[src/rtl/spike_encoder_pkg.sv]
// Shared constants and types for the spike encoder, ffi and column logic.
package spike_encoder_pkg;

    // Default lane count and spike-time width
    localparam int DEF_NUM_SPIKES = 16;
    localparam int DEF_TIME_W     = 3;

    // One gamma cycle is 2^TIME_W clock steps
    localparam int GAMMA_LEN = 1 << DEF_TIME_W;

    // All-ones time marks a lane that does not spike in this gamma cycle
    localparam logic [DEF_TIME_W-1:0] NO_SPIKE = '1;

    // Encoder sequencing
    typedef enum logic {
        IDLE = 1'b0,
        RUN  = 1'b1
    } state_t;

endpackage

[src/rtl/spike_encoder_lane.sv]
// One spike lane: holds the scheduled time and decodes the active-low line.
module spike_lane
    import spike_encoder_pkg::*;
#(
    parameter int TIME_W = DEF_TIME_W
) (
    input  logic              clk,
    input  logic              rst,
    input  logic              load,      // accept edge: capture time_in
    input  logic              clear,     // gamma cycle ended with no reload
    input  logic              run,       // encoder is inside a gamma cycle
    input  logic [TIME_W-1:0] time_in,
    input  logic [TIME_W-1:0] step,
    output logic              spike_l
);

    // All-ones at this lane's width is the "never spikes" code
    localparam logic [TIME_W-1:0] NO_SPK = {TIME_W{1'b1}};

    logic [TIME_W-1:0] t_q;

    // Time register: reload on accept, forget it once the gamma cycle is over
    always_ff @(posedge clk) begin
        if (rst) begin
            t_q <= NO_SPK;
        end else if (load) begin
            t_q <= time_in;
        end else if (clear) begin
            t_q <= NO_SPK;
        end
    end

    // Line falls at its step and stays low to the end of the gamma cycle,
    // since step only counts up within a cycle; registers only feed this.
    always_comb begin
        spike_l = !(run && (t_q != NO_SPK) && (step >= t_q));
    end

endmodule

[src/rtl/spike_encoder.sv]
// Race-logic spike encoder: replays one vector of spike times over a gamma
// cycle of 2^TIME_W steps as active-low spike lines toward the ffi stage.
module spike_encoder
    import spike_encoder_pkg::*;
#(
    parameter int NUM_SPIKES = DEF_NUM_SPIKES,
    parameter int TIME_W     = DEF_TIME_W
) (
    input  logic                         clk,
    input  logic                         rst,
    input  logic                         in_valid,
    output logic                         in_ready,
    input  logic [NUM_SPIKES*TIME_W-1:0] in_times,
    output logic [NUM_SPIKES-1:0]        should_spike_out_l,
    output logic                         spikes_valid,
    output logic [TIME_W-1:0]            time_step,
    output logic                         gamma_start,
    output logic                         gamma_end
);

    // Last step of the gamma cycle (GAMMA_LEN-1) is all ones at TIME_W bits
    localparam logic [TIME_W-1:0] LAST_STEP = {TIME_W{1'b1}};

    state_t            state_q;
    state_t            state_d;
    logic [TIME_W-1:0] step_q;
    logic              last_step;
    logic              accept;
    logic              clear_times;
    logic              run;

    // Handshake terms depend only on rst and registered state, never in_valid
    always_comb begin
        last_step   = (state_q == RUN) && (step_q == LAST_STEP);
        in_ready    = !rst && ((state_q == IDLE) || last_step);
        accept      = in_valid && in_ready;
        clear_times = last_step && !accept;
    end

    // State register; reset aborts any running gamma cycle
    always_ff @(posedge clk) begin
        if (rst) begin
            state_q <= IDLE;
        end else begin
            state_q <= state_d;
        end
    end

    // Next state: an accept on the last step keeps RUN with no bubble
    always_comb begin
        state_d = state_q;
        case (state_q)
            IDLE: begin
                if (accept) begin
                    state_d = RUN;
                end
            end
            RUN: begin
                if (last_step && !accept) begin
                    state_d = IDLE;
                end
            end
            default: state_d = IDLE;
        endcase
    end

    // Step counter: restarts at 0 on accept, counts in RUN, wraps naturally
    always_ff @(posedge clk) begin
        if (rst) begin
            step_q <= '0;
        end else if (accept) begin
            step_q <= '0;
        end else if (state_q == RUN) begin
            step_q <= step_q + 1'b1;
        end else begin
            step_q <= '0;
        end
    end

    // Output decode from registered state and step
    always_comb begin
        run          = (state_q == RUN);
        spikes_valid = run;
        gamma_start  = run && (step_q == '0);
        gamma_end    = last_step;
        time_step    = step_q;
    end

    // One lane per spike line, each with its own slice of in_times
    for (genvar i = 0; i < NUM_SPIKES; i++) begin : g_lane
        spike_lane #(
            .TIME_W (TIME_W)
        ) u_lane (
            .clk     (clk),
            .rst     (rst),
            .load    (accept),
            .clear   (clear_times),
            .run     (run),
            .time_in (in_times[i*TIME_W +: TIME_W]),
            .step    (step_q),
            .spike_l (should_spike_out_l[i])
        );
    end

endmodule

[config.mk]
export PLATFORM = sky130hd
export DESIGN_NAME = spike_encoder
export DESIGN_NICKNAME = d
export VERILOG_FILES = /design/src/rtl/spike_encoder_pkg.sv /design/src/rtl/spike_encoder_lane.sv /design/src/rtl/spike_encoder.sv
export SDC_FILE = /design/constraint.sdc
export NUM_CORES = 1
export LEC_CHECK = 0
export CORE_ASPECT_RATIO = 1.1
export CORE_UTILIZATION = 40
export CTS_BUF_LIST = sky130_fd_sc_hd__clkbuf_8
export DETAILED_ROUTE_END_ITERATION = 10
export HOLD_SLACK_MARGIN = 0.06
export PLACE_DENSITY = 0.63
export SLEW_MARGIN = 0
export SYNTH_ARGS = -nofsm -noshare
export SYNTH_HDL_FRONTEND = slang
export SYNTH_SLANG_ARGS = --single-unit
[constraint.sdc]
create_clock -name clk -period 6.15 [get_ports clk]
set_clock_uncertainty 0.05 [all_clocks]
set_input_delay 1.845 -clock clk [delete_from_list [all_inputs] [get_ports clk]]
set_output_delay 1.845 -clock clk [all_outputs]
set_load 0.05 [all_outputs]
==> results.md <==
Outcome:
- The flow ran to the end, and the final reports show no timing, DRC or antenna violations.

Placed design:
- Port buffering added 73 buffers.
- The worst setup slack before clock tree synthesis is 1.31 ns.
- Summing all placed instances gives a cell area of 4300 um^2.
- At the end of routability-driven placement, the weighted congestion stood at 0.737.
- The half-perimeter wire length of the detailed placement result is 5.52 mm.

Critical path:
- The arrival time at the worst endpoint is 2.95 ns.
- The worst setup path is launched from an input pin.
- The worst setup path is of the input pin to primary output kind.
- The endpoint of the most critical register-to-register path is g_lane[12].u_lane.t_q[1]$_SDFFE_PP1P_.
- The source of the worst register-to-register timing path is time_step[1]$_SDFF_PP0_.
- The required time of the worst setup path is 4.26 ns.
- The largest fanout of any net on the critical path is 2.
- The combined buffer and inverter count along the critical path is 2.
- On the critical path, the stage with the largest delay is an instance of clkdlybuf4s50_1.
- The worst setup path is captured at a primary output.
- The reg-to-reg setup timing slack is 3.04 ns.
- The delay of the slowest critical-path stage is 0.83 ns.
- Traced cell by cell, the critical path runs through buf_2, nor2_1, clkdlybuf4s50_1.
- Counting cells, the worst reg-to-reg path comes to 7.
- The cell family with the largest share of critical-path delay is buffers and inverters.

Logic synthesis:
- The net count of the mapped netlist is 538.
- The cell area that synthesis handed to floorplanning was 3660 um^2.
- The gate count after technology mapping is 436.
- The post-synthesis average cell area is 8.39 um^2.
- In the post-synthesis netlist, the biggest area contributors are dfxtp_1, ha_1, a31oi_4.
- Yosys printed 0 warnings.
- The library cell with the largest summed area after synthesis is dfxtp_1.
- Sequential cells were found to cover 28.4% of the synthesized design area.
- Counting flops and latches in the post-synthesis netlist gives 52.
- The top cell type's share of synthesized area is 28.4%.
- Yosys mapped the design onto 22 distinct sky130hd cell types.

Detailed routing:
- Using the TritonRoute via totals, the vias-per-cell ratio works out to 5.26.
- The final layout contains routed wiring with a total length of 8.48 mm.
- The count of nets left with antenna violations once routing finished came out at 0.
- The first detailed-routing pass took 4 iterations.
- The average wire per standard cell is 14.4 um.
- The DRC violation count after routing is 0.
- The number of vias in the routed layout is 3111.
- The DRC violation total after the first TritonRoute iteration is 109.

STA:
- Derived from the worst setup path, the maximum achievable clock frequency is 0.206 GHz.
- The worst hold margin is 0.503 ns.
- The minimum clock period is 4.85 ns.
- The final number of hold-violating endpoints is 0.
- The final cycle utilization of the critical path is 78.8%.
- The slew at the pin with the worst max-slew slack is 0.928 ns.
- For the final routed database, the setup TNS stands at 0 ns.
- Setup repair after global routing left no endpoint under its margin.
- The number of slew-limit violations in the final report is 0.
- The worst setup margin is 1.30 ns.
- Setup violations remaining at the end of the flow were counted as 0.
- The remaining max-slew budget at the tightest pin is 38.1%.

Global route:
- The global-route met3 utilization is 3.05%.
- The initial antenna violation count came to 0.
- After global routing the overflow that remains totals 0.
- The maximum number of pins on one net before global-route repair is 52.
- The global routing usage on met2 is 34.2%.
- In this run the most used layer during global routing was met2.
- The number of global-route vias before repair is 3082.
- The wire length of the first global-routing pass is 14.4 mm.
- Global routing consumed, over all layers together, 19.0% of the routing resources.
- In the global route stage, met1 resource usage came out at 23.5%.

Power:
- The fraction of power consumed by sequential logic is 43.7%.
- The largest vdd supply drop is 0.110 mV.
- The switching power summed over all nets is 0.226 mW.
- The standby leakage power is 2.02 nW.
- Power spread over the standard cell area amounts to 195 nW/um^2.
- Per report_power, the clock group accounts for 37.1% of the total.
- Net switching is 25.9% of the power.
- The internal power consumption is 0.646 mW.
- The part of the total power dissipated in combinational logic is 19.2%.

Clock network:
- The number of H-tree levels is 2.
- The quantity of gates resized following cts is 0.
- The count of hold buffers inserted by post-cts repair is 0.
- The total clock buffers created by CTS is 5.
- TritonCTS built the clock tree.
- The longest clock path from root to sink contains 2 buffers.
- After clock tree synthesis, the clock-pin slew on the worst setup and hold paths is 0.10 ns.
- In this run the clock root is driven by a clkbuf_8.
- Once the clock tree was built, the setup fixing pass inserted 0 buffers.
- The clock net in this run drives a total of 52 sinks.
- The later pin in the worst-skew pair is clocked with a latency of 0.30 ns.

Hold path:
- In this run the worst hold path is classified as flip-flop to flip-flop.
- The worst hold path begins at g_lane[14].u_lane.t_q[1]$_SDFFE_PP1P_.
- The worst hold path was traced through 2 stages.
- For hold timing, the worst endpoint is g_lane[14].u_lane.t_q[1]$_SDFFE_PP1P_.

Job:
- The max-capacitance violation count is 0.

Final layout:
- The repair_antennas step left the layout with diodes totalling 0.
- The area growth from synthesis to layout is 21.9%.
- Across the whole layout, storage elements account for 1040 um^2.
- Summing all multi-input logic gate instances after layout gives 2220 um^2.
- Fill cells in the final layout number 847.
- For this run, the post-layout net count is 578.
- The post-route netlist has 7.97% of its cells at a drive strength greater than 1.
- After routing the design area is 4460 um^2.

Floorplanning:
- The die height is 102 um.
- The I/O pin total is 74.
- The number of placement rows is 36.
- The floorplan step set the die width to 93.2 um.
- The die covers 9540 um^2.
- After floorplanning, the core was sized to cover 8870 um^2.
- The starting density of the core is 41.2%.
-- synthesized netlist by cell type (all sizes together) --
cell type,number
dfxtp,52
ha,51
nor2,51
a31oi,48
nor3,48
inv,36
nand3,32
buf,26
clkbuf,19
nand2,17
nor2b,17
a21oi,16
o21ai,16
and2,3
a211oi,1
nand2b,1
nor3b,1
or2,1
-- metal layers --
layer,vias to the layer above,part of all wire (%)
li1,1584,-
met1,1455,45
met2,65,49
met3,7,5.0
met4,0,0.70
met5,-,0
-- worst max path at each step --
stage                     startpoint       end  slack, ns  cells after the start
after floorplan                  rst  in_ready       1.41                      3
after global routing             rst  in_ready       1.24                      3
after CTS                        rst  in_ready       1.29                      3
after global placement           rst  in_ready       1.28                      3
final                            rst  in_ready       1.30                      3
after detailed placement         rst  in_ready       1.31                      3
-- area by class of cell --
| cell class | count | share of cell area, % |
|---|---|---|
| sequential | 52 | 23.3 |
| clock inverter | 3 | 2.02 |
| tap | 114 | 3.20 |
| timing repair buffer | 78 | 17.1 |
| clock buffer | 5 | 1.54 |
| multi-input combinational | 303 | 49.8 |
| inverter | 36 | 3.03 |
-- state kept, by name, summed over array words and instances, names as in the netlist --
| name | count |
|---|---|
| g_lane.u_lane.t_q | 48 |
| spikes_valid | 1 |
| time_step | 3 |
-- metrics by stage --
step	util, %	power [mW]	cells
floorplan	-	0.496	436
global placement	48.5	0.549	583
detailed placement	48.5	0.556	583
CTS	50.3	0.881	591
global route	50.3	0.918	591
finish	50.3	0.872	591
-- layout by cell type (no fill, tap or decap), drive strengths merged, types with 3 or more instances in the layout --
cell / instances
nor3: 48
a21oi: 16
o21ai: 16
dfxtp: 52
a31oi: 48
inv: 36
clkbuf: 5
bufinv: 3
nand3: 32
ha: 51
buf: 6
nand2: 17
clkdlybuf4s50: 72
and2: 3
nor2: 51
nor2b: 17
-- tightest hold or removal path, delay by kind of cell, from the launching register on --
kind               cells  cell delay (ns)
AOI/OAI and AO/OA      1             0.08
and+or+nand+nor        1             0.10
DFF                    1             0.34
-- power groups by stage --
| stage | clock network [mW] | logic [mW] | registers, mW |
|---|---|---|---|
| floorplan | 0 | 0.112 | 0.384 |
| global placement | 0 | 0.161 | 0.388 |
| detailed placement | 0 | 0.168 | 0.388 |
| CTS | 0.330 | 0.169 | 0.381 |
| global route | 0.346 | 0.187 | 0.385 |
| finish | 0.324 | 0.167 | 0.381 |
-- kinds of logic after synthesis --
family,Yosys count,share of synthesized area (%)
adders and majority gates,51,17.4
and+or+nand+nor,171,21.9
AOI/OAI and AO/OA,81,21.0
DFF,52,28.4
buffers and inverters,81,11.2
Note: power is estimated with default switching activity, not from simulation.
==> RTL edit 1: new RTL, config.mk and constraints unchanged <==
`DEF_NUM_SPIKES`: 16 -> 15.
--- a/src/rtl/spike_encoder_pkg.sv
+++ b/src/rtl/spike_encoder_pkg.sv
@@ -4,3 +4,3 @@
     // Default lane count and spike-time width
-    localparam int DEF_NUM_SPIKES = 16;
+    localparam int DEF_NUM_SPIKES = 15;
     localparam int DEF_TIME_W     = 3;
Interface: changed (resized in_times and should_spike_out_l); port bits go from 74 to 70. No check against the original RTL was run, so the function may have changed too.
==> RTL edit 1 against the unedited design <==
  * Synthesized area is 3.9% lower
  * Worst setup slack worse by 0.016 ns
  * Sequential cell count is 3 lower
  * Final cell count is 5.1% lower
  * Total power is 18% lower
  * Cell area is 5.9% lower
  * Routed wire length is 4.7% lower
  * First-iteration DRC count is 17% lower
  * Highest routed layer unchanged
==> RTL edit 1: results (changes against the unedited design) <==
| Metric | Value |
|---|---|
| Outcome | complete, no violations |
| GR Util met3 | 0.0303 (-0.000203) |
| Final Net Count | 546 (-5.5%) |
| Share of cells above drive strength 1 | 0.129 (+0.0492) |
| M2 GR Usage | 0.333 (-0.00907) |
| Delay-heaviest family, CP | buffers and inverters |
| Synth area leaders | dfxtp_1 28%, ha_1 17%, a31oi_2 11% |
| Vias in the first global route | 2843 (-7.8%) |
| Via count | 2921 (-6.1%) |
| P_leak | 1.87 nW (-7.2%) |
| Max reg flops | 45 (-6.3%) |
| WL per Instance | 14.4 µm (+0.37%) |
| Distinct cells, synth | 25 (+14%) |
| Worst slew pin tran | 1.00 ns (+0.0758 ns) |
| Root buffer cell | clkbuf_8 |
| Pre-CTS setup slack | 1.31 ns (+0.00106 ns) |
| Buffers on Ports | 69 (-5.5%) |
| Largest net degree at the start of global routing | 49 (-5.8%) |
| Maximum VDD drop | 0.0772 mV (-30%) |
| Net count after synthesis | 506 (-5.9%) |
| Gp weighted congestion | 0.731 (-0.80%) |
| Initial DRC Count | 91 (-17%) |
| First-pass GRT wire length | 13.6 mm (-5.9%) |
| GRT Overall Usage | 0.185 (-0.00510) |
| M1 GR Usage | 0.231 (-0.00378) |
| Seq/Total Area, Yosys | 0.279 (-0.00564) |
| Crit path DAT | 2.97 ns (+0.02 ns) |
| Layout fillers | 804 (-5.1%) |
| Internal power | 506 µW (-22%) |
| Commonest cells in the synthesized netlist | 49 x dfxtp_1, 49 x nor2_1, 48 x ha_1 |
[RTL edit 1: changes by cell type after synthesis, moves of 3 or more]
cell	change
clkbuf_1	-9
o21ai_1	+15
buf_6	+4
o21ai_0	-16
dfxtp_1	-3
a31oi_2	+30
ha_1	-3
a31oi_4	-10
nor3_1	-3
inv_1	-4
a31oi_1	-23
[RTL edit 1: path summary, 6_finish.rpt]
kind                                  end  slack, ns               startpoint
hold / removal    g_lane[6].u_lane.t_q[1]       0.51  g_lane[6].u_lane.t_q[1]
setup reg to reg  g_lane[4].u_lane.t_q[2]       2.67             time_step[1]
hold reg to reg   g_lane[6].u_lane.t_q[1]       0.51  g_lane[6].u_lane.t_q[1]
setup / recovery                 in_ready       1.29                      rst
[RTL edit 1: layout make-up]
| type | instances | share of cell area |
|---|---|---|
| clock buffer | 6 | 0.0197 |
| clock inverter | 1 | 0.000893 |
| inverter | 34 | 0.0304 |
| multi-input combinational | 286 | 0.510 |
| sequential | 49 | 0.233 |
| tap | 111 | 0.0331 |
| timing repair buffer | 74 | 0.172 |
[RTL edit 1: power groups by stage]
stage | Clock (mW) | Sequential [mW] | Combinational (mW)
after floorplan | 0 | 0.362 | 0.109
after global placement | 0 | 0.366 | 0.155
after detailed placement | 0 | 0.367 | 0.160
after CTS | 0.202 | 0.360 | 0.161
after global routing | 0.215 | 0.363 | 0.178
final | 0.197 | 0.359 | 0.159
[RTL edit 1: routing by layer]
| metal | up-vias | wire, µm |
|---|---|---|
| met5 | - | 0 |
| met1 | 1365 | 3830 |
| met4 | 0 | 78 |
| met2 | 61 | 3830 |
| met3 | 8 | 337 |
| li1 | 1487 | - |
[RTL edit 1: logic make-up (layout without fill, tap and decap cells)]
group,count (synthesis),in the layout,synth area share
flops,49,49,0.279
buf+inv,75,115,0.112
simple gates,162,162,0.217
fa+ha+maj,48,48,0.171
compound gates,76,76,0.221
[RTL edit 1: stage by stage]
step / cell area (µm²) / power [mW] / hold WS [ns] / instances / utilization
2_1_floorplan: 3520 / 0.471 / 0.471 / 410 / -
3_3_place_gp: 4120 / 0.522 / 0.489 / 554 / 0.487
3_5_place_dp: 4120 / 0.527 / 0.495 / 554 / 0.487
4_1_cts: 4200 / 0.723 / 0.513 / 561 / 0.497
5_1_grt: 4200 / 0.756 / 0.552 / 561 / 0.497
6_report: 4200 / 0.715 / 0.509 / 561 / 0.497
[RTL edit 1: tightest hold or removal path: stages (launching register included)]
cell and delay [ns]:
dfxtp_1 0.34, nor2_1 0.10, a31oi_1 0.08
==> RTL edit 2: new RTL, same flow settings <==
Without the edit above. Reset style: asynchronous (`rst`), changed in 3 clocked blocks.
--- a/src/rtl/spike_encoder_lane.sv
+++ b/src/rtl/spike_encoder_lane.sv
@@ -22,3 +22,3 @@
     // Time register: reload on accept, forget it once the gamma cycle is over
-    always_ff @(posedge clk) begin
+    always_ff @(posedge clk or posedge rst) begin
         if (rst) begin
--- a/src/rtl/spike_encoder.sv
+++ b/src/rtl/spike_encoder.sv
@@ -40,3 +40,3 @@
     // State register; reset aborts any running gamma cycle
-    always_ff @(posedge clk) begin
+    always_ff @(posedge clk or posedge rst) begin
         if (rst) begin
@@ -67,3 +67,3 @@
     // Step counter: restarts at 0 on accept, counts in RUN, wraps naturally
-    always_ff @(posedge clk) begin
+    always_ff @(posedge clk or posedge rst) begin
         if (rst) begin
Behaviour: differs if rst is asserted again (counterexample within 4 cycles, from zero or initial values and one cycle with rst high); with rst held inactive, the same outputs for 10 cycles.
==> RTL edit 2 against the unedited design <==
  * Cell area increased by 3.4%
  * Core utilization increased by 0.70 points
  * Via count decreased by 16%
  * Routed wire length decreased by 9.8%
  * Sequential cell count unchanged
  * Count of clock-buffer cells in the layout increased by 2
  * Worst setup slack got worse by 0.32 ns
  * Non-clock buffer count decreased by 2
  * Critical path depth increased by 1
  * Highest routed layer unchanged
  * Final cell count decreased by 8.8%
  * Synthesized area increased by 4.0%
  * Critical endpoint unchanged
Power is not compared: it rests on default switching activity, and its combinational part moved more than twofold at a synthesized area within 25%.
==> RTL edit 2: results (changes against the unedited design) <==
| Metric | Value |
|---|---|
| Layout fillers | 873 (+3.1%) |
| Ys flop type | dfstp_2 |
| Worst slew pin tran | 0.938 ns (+0.0100 ns) |
| First-pass GRT wire length | 13.1 mm (-9.0%) |
| M1 GR Usage | 0.209 (-0.0251) |
| Final non-filler cell total | 539 (-8.8%) |
| Initial DRC Count | 54 (-50%) |
| Via-to-Cell Ratio | 4.87 (-7.5%) |
| Delay-heaviest family, CP | buffers and inverters |
| Cells after synthesis | 369 (-15%) |
| Largest net degree at the start of global routing | 54 (+3.8%) |
| R2R setup slack | 3.12 ns (+0.08 ns) |
| M2 GR Usage | 0.296 (-0.0456) |
| Num CTS Buffers | 5 (unchanged) |
| Net count after synthesis | 471 (-12%) |
| Commonest cells in the synthesized netlist | 51 x ha_1, 50 x nand2_1, 48 x dfstp_2 |
| Final Net Count | 526 (-9.0%) |
| Distinct cells, synth | 22 (unchanged) |
| Outcome | complete, no violations |
| DP HPWL | 5.12 mm (-7.3%) |
| Area after DPL | 4490 µm² (+4.3%) |
| Seq/Total Area, Yosys | 0.358 (+0.0733) |
| Worst reg2reg endpoint | g_lane[11].u_lane.t_q[1] |
| GRT Overall Usage | 0.169 (-0.0208) |
| Vias in the first global route | 2845 (-7.7%) |
| Crit path DAT | 3.27 ns (+0.32 ns) |
| Post-synth ARST share | 1.00 (+1.00) |
| Worst hold stages | 3 (+1) |
| Synth area leaders | dfstp_2 33%, ha_1 17%, mux2_4 16% |
| WHS Endpoint | g_lane[0].u_lane.t_q[1] |
| RR Startpoint | time_step[1] |
| Share of cells above drive strength 1 | 0.261 (+0.182) |
| GR Util met3 | 0.0234 (-0.00711) |
| Initial antenna violation count | 0 (unchanged) |
| WL per Instance | 14.2 µm (-1.1%) |
[RTL edit 2: changes by cell type after synthesis, moves of 4 or more]
cell | unedited run | this run
a31oi_1 | 28 | 0
nand2_1 | 17 | 50
dfxtp_1 | 52 | 0
clkbuf_1 | 19 | 3
a31oi_4 | 20 | 0
nor3_1 | 48 | 0
nor2_1 | 51 | 1
mux2_4 | 0 | 40
dfrtp_1 | 0 | 4
mux2_2 | 0 | 8
nand2b_1 | 1 | 16
dfstp_2 | 0 | 48
[RTL edit 2: layout make-up]
class                           count  share of cell area
Inverter                           36              0.0293
Multi-Input combinational cell    253               0.454
Clock buffer                        7              0.0209
Clock inverter                      1             0.00650
Timing Repair Buffer               76               0.163
Tap cell                          114              0.0309
Sequential cell                    52               0.295
[RTL edit 2: worst register-to-register path, stage by stage, from the launching register on]
cell      delay, ns
dfrtp_1        0.74
ha_1           0.37
ha_1           0.20
nand2b_2       0.22
nand3_4        0.45
buf_4          0.52
mux2_2         0.41
[RTL edit 2: stage by stage]
stage          hold WS [ns]  worst slack (ns)   util
6_report              0.684             0.987  0.510
5_1_grt               0.709             0.958  0.510
4_1_cts               0.684             0.975  0.510
3_5_place_dp          0.669             0.976  0.496
3_3_place_gp          0.664             0.969  0.496
2_1_floorplan         0.650             0.750      -
[RTL edit 2: routing by layer]
| metal | share of wire | wire [µm] |
|---|---|---|
| met1 | 0.45 | 3420 |
| met4 | 0.018 | 140 |
| met3 | 0.034 | 261 |
| met2 | 0.50 | 3830 |
| met5 | 0 | 0 |
[RTL edit 2: cell families after synthesis]
kind of cell,after synthesis,synth area share
simple gates,122,0.160
mux,48,0.182
fa+ha+maj,51,0.168
compound gates,32,0.0421
buf+inv,64,0.0908
flops,52,0.358
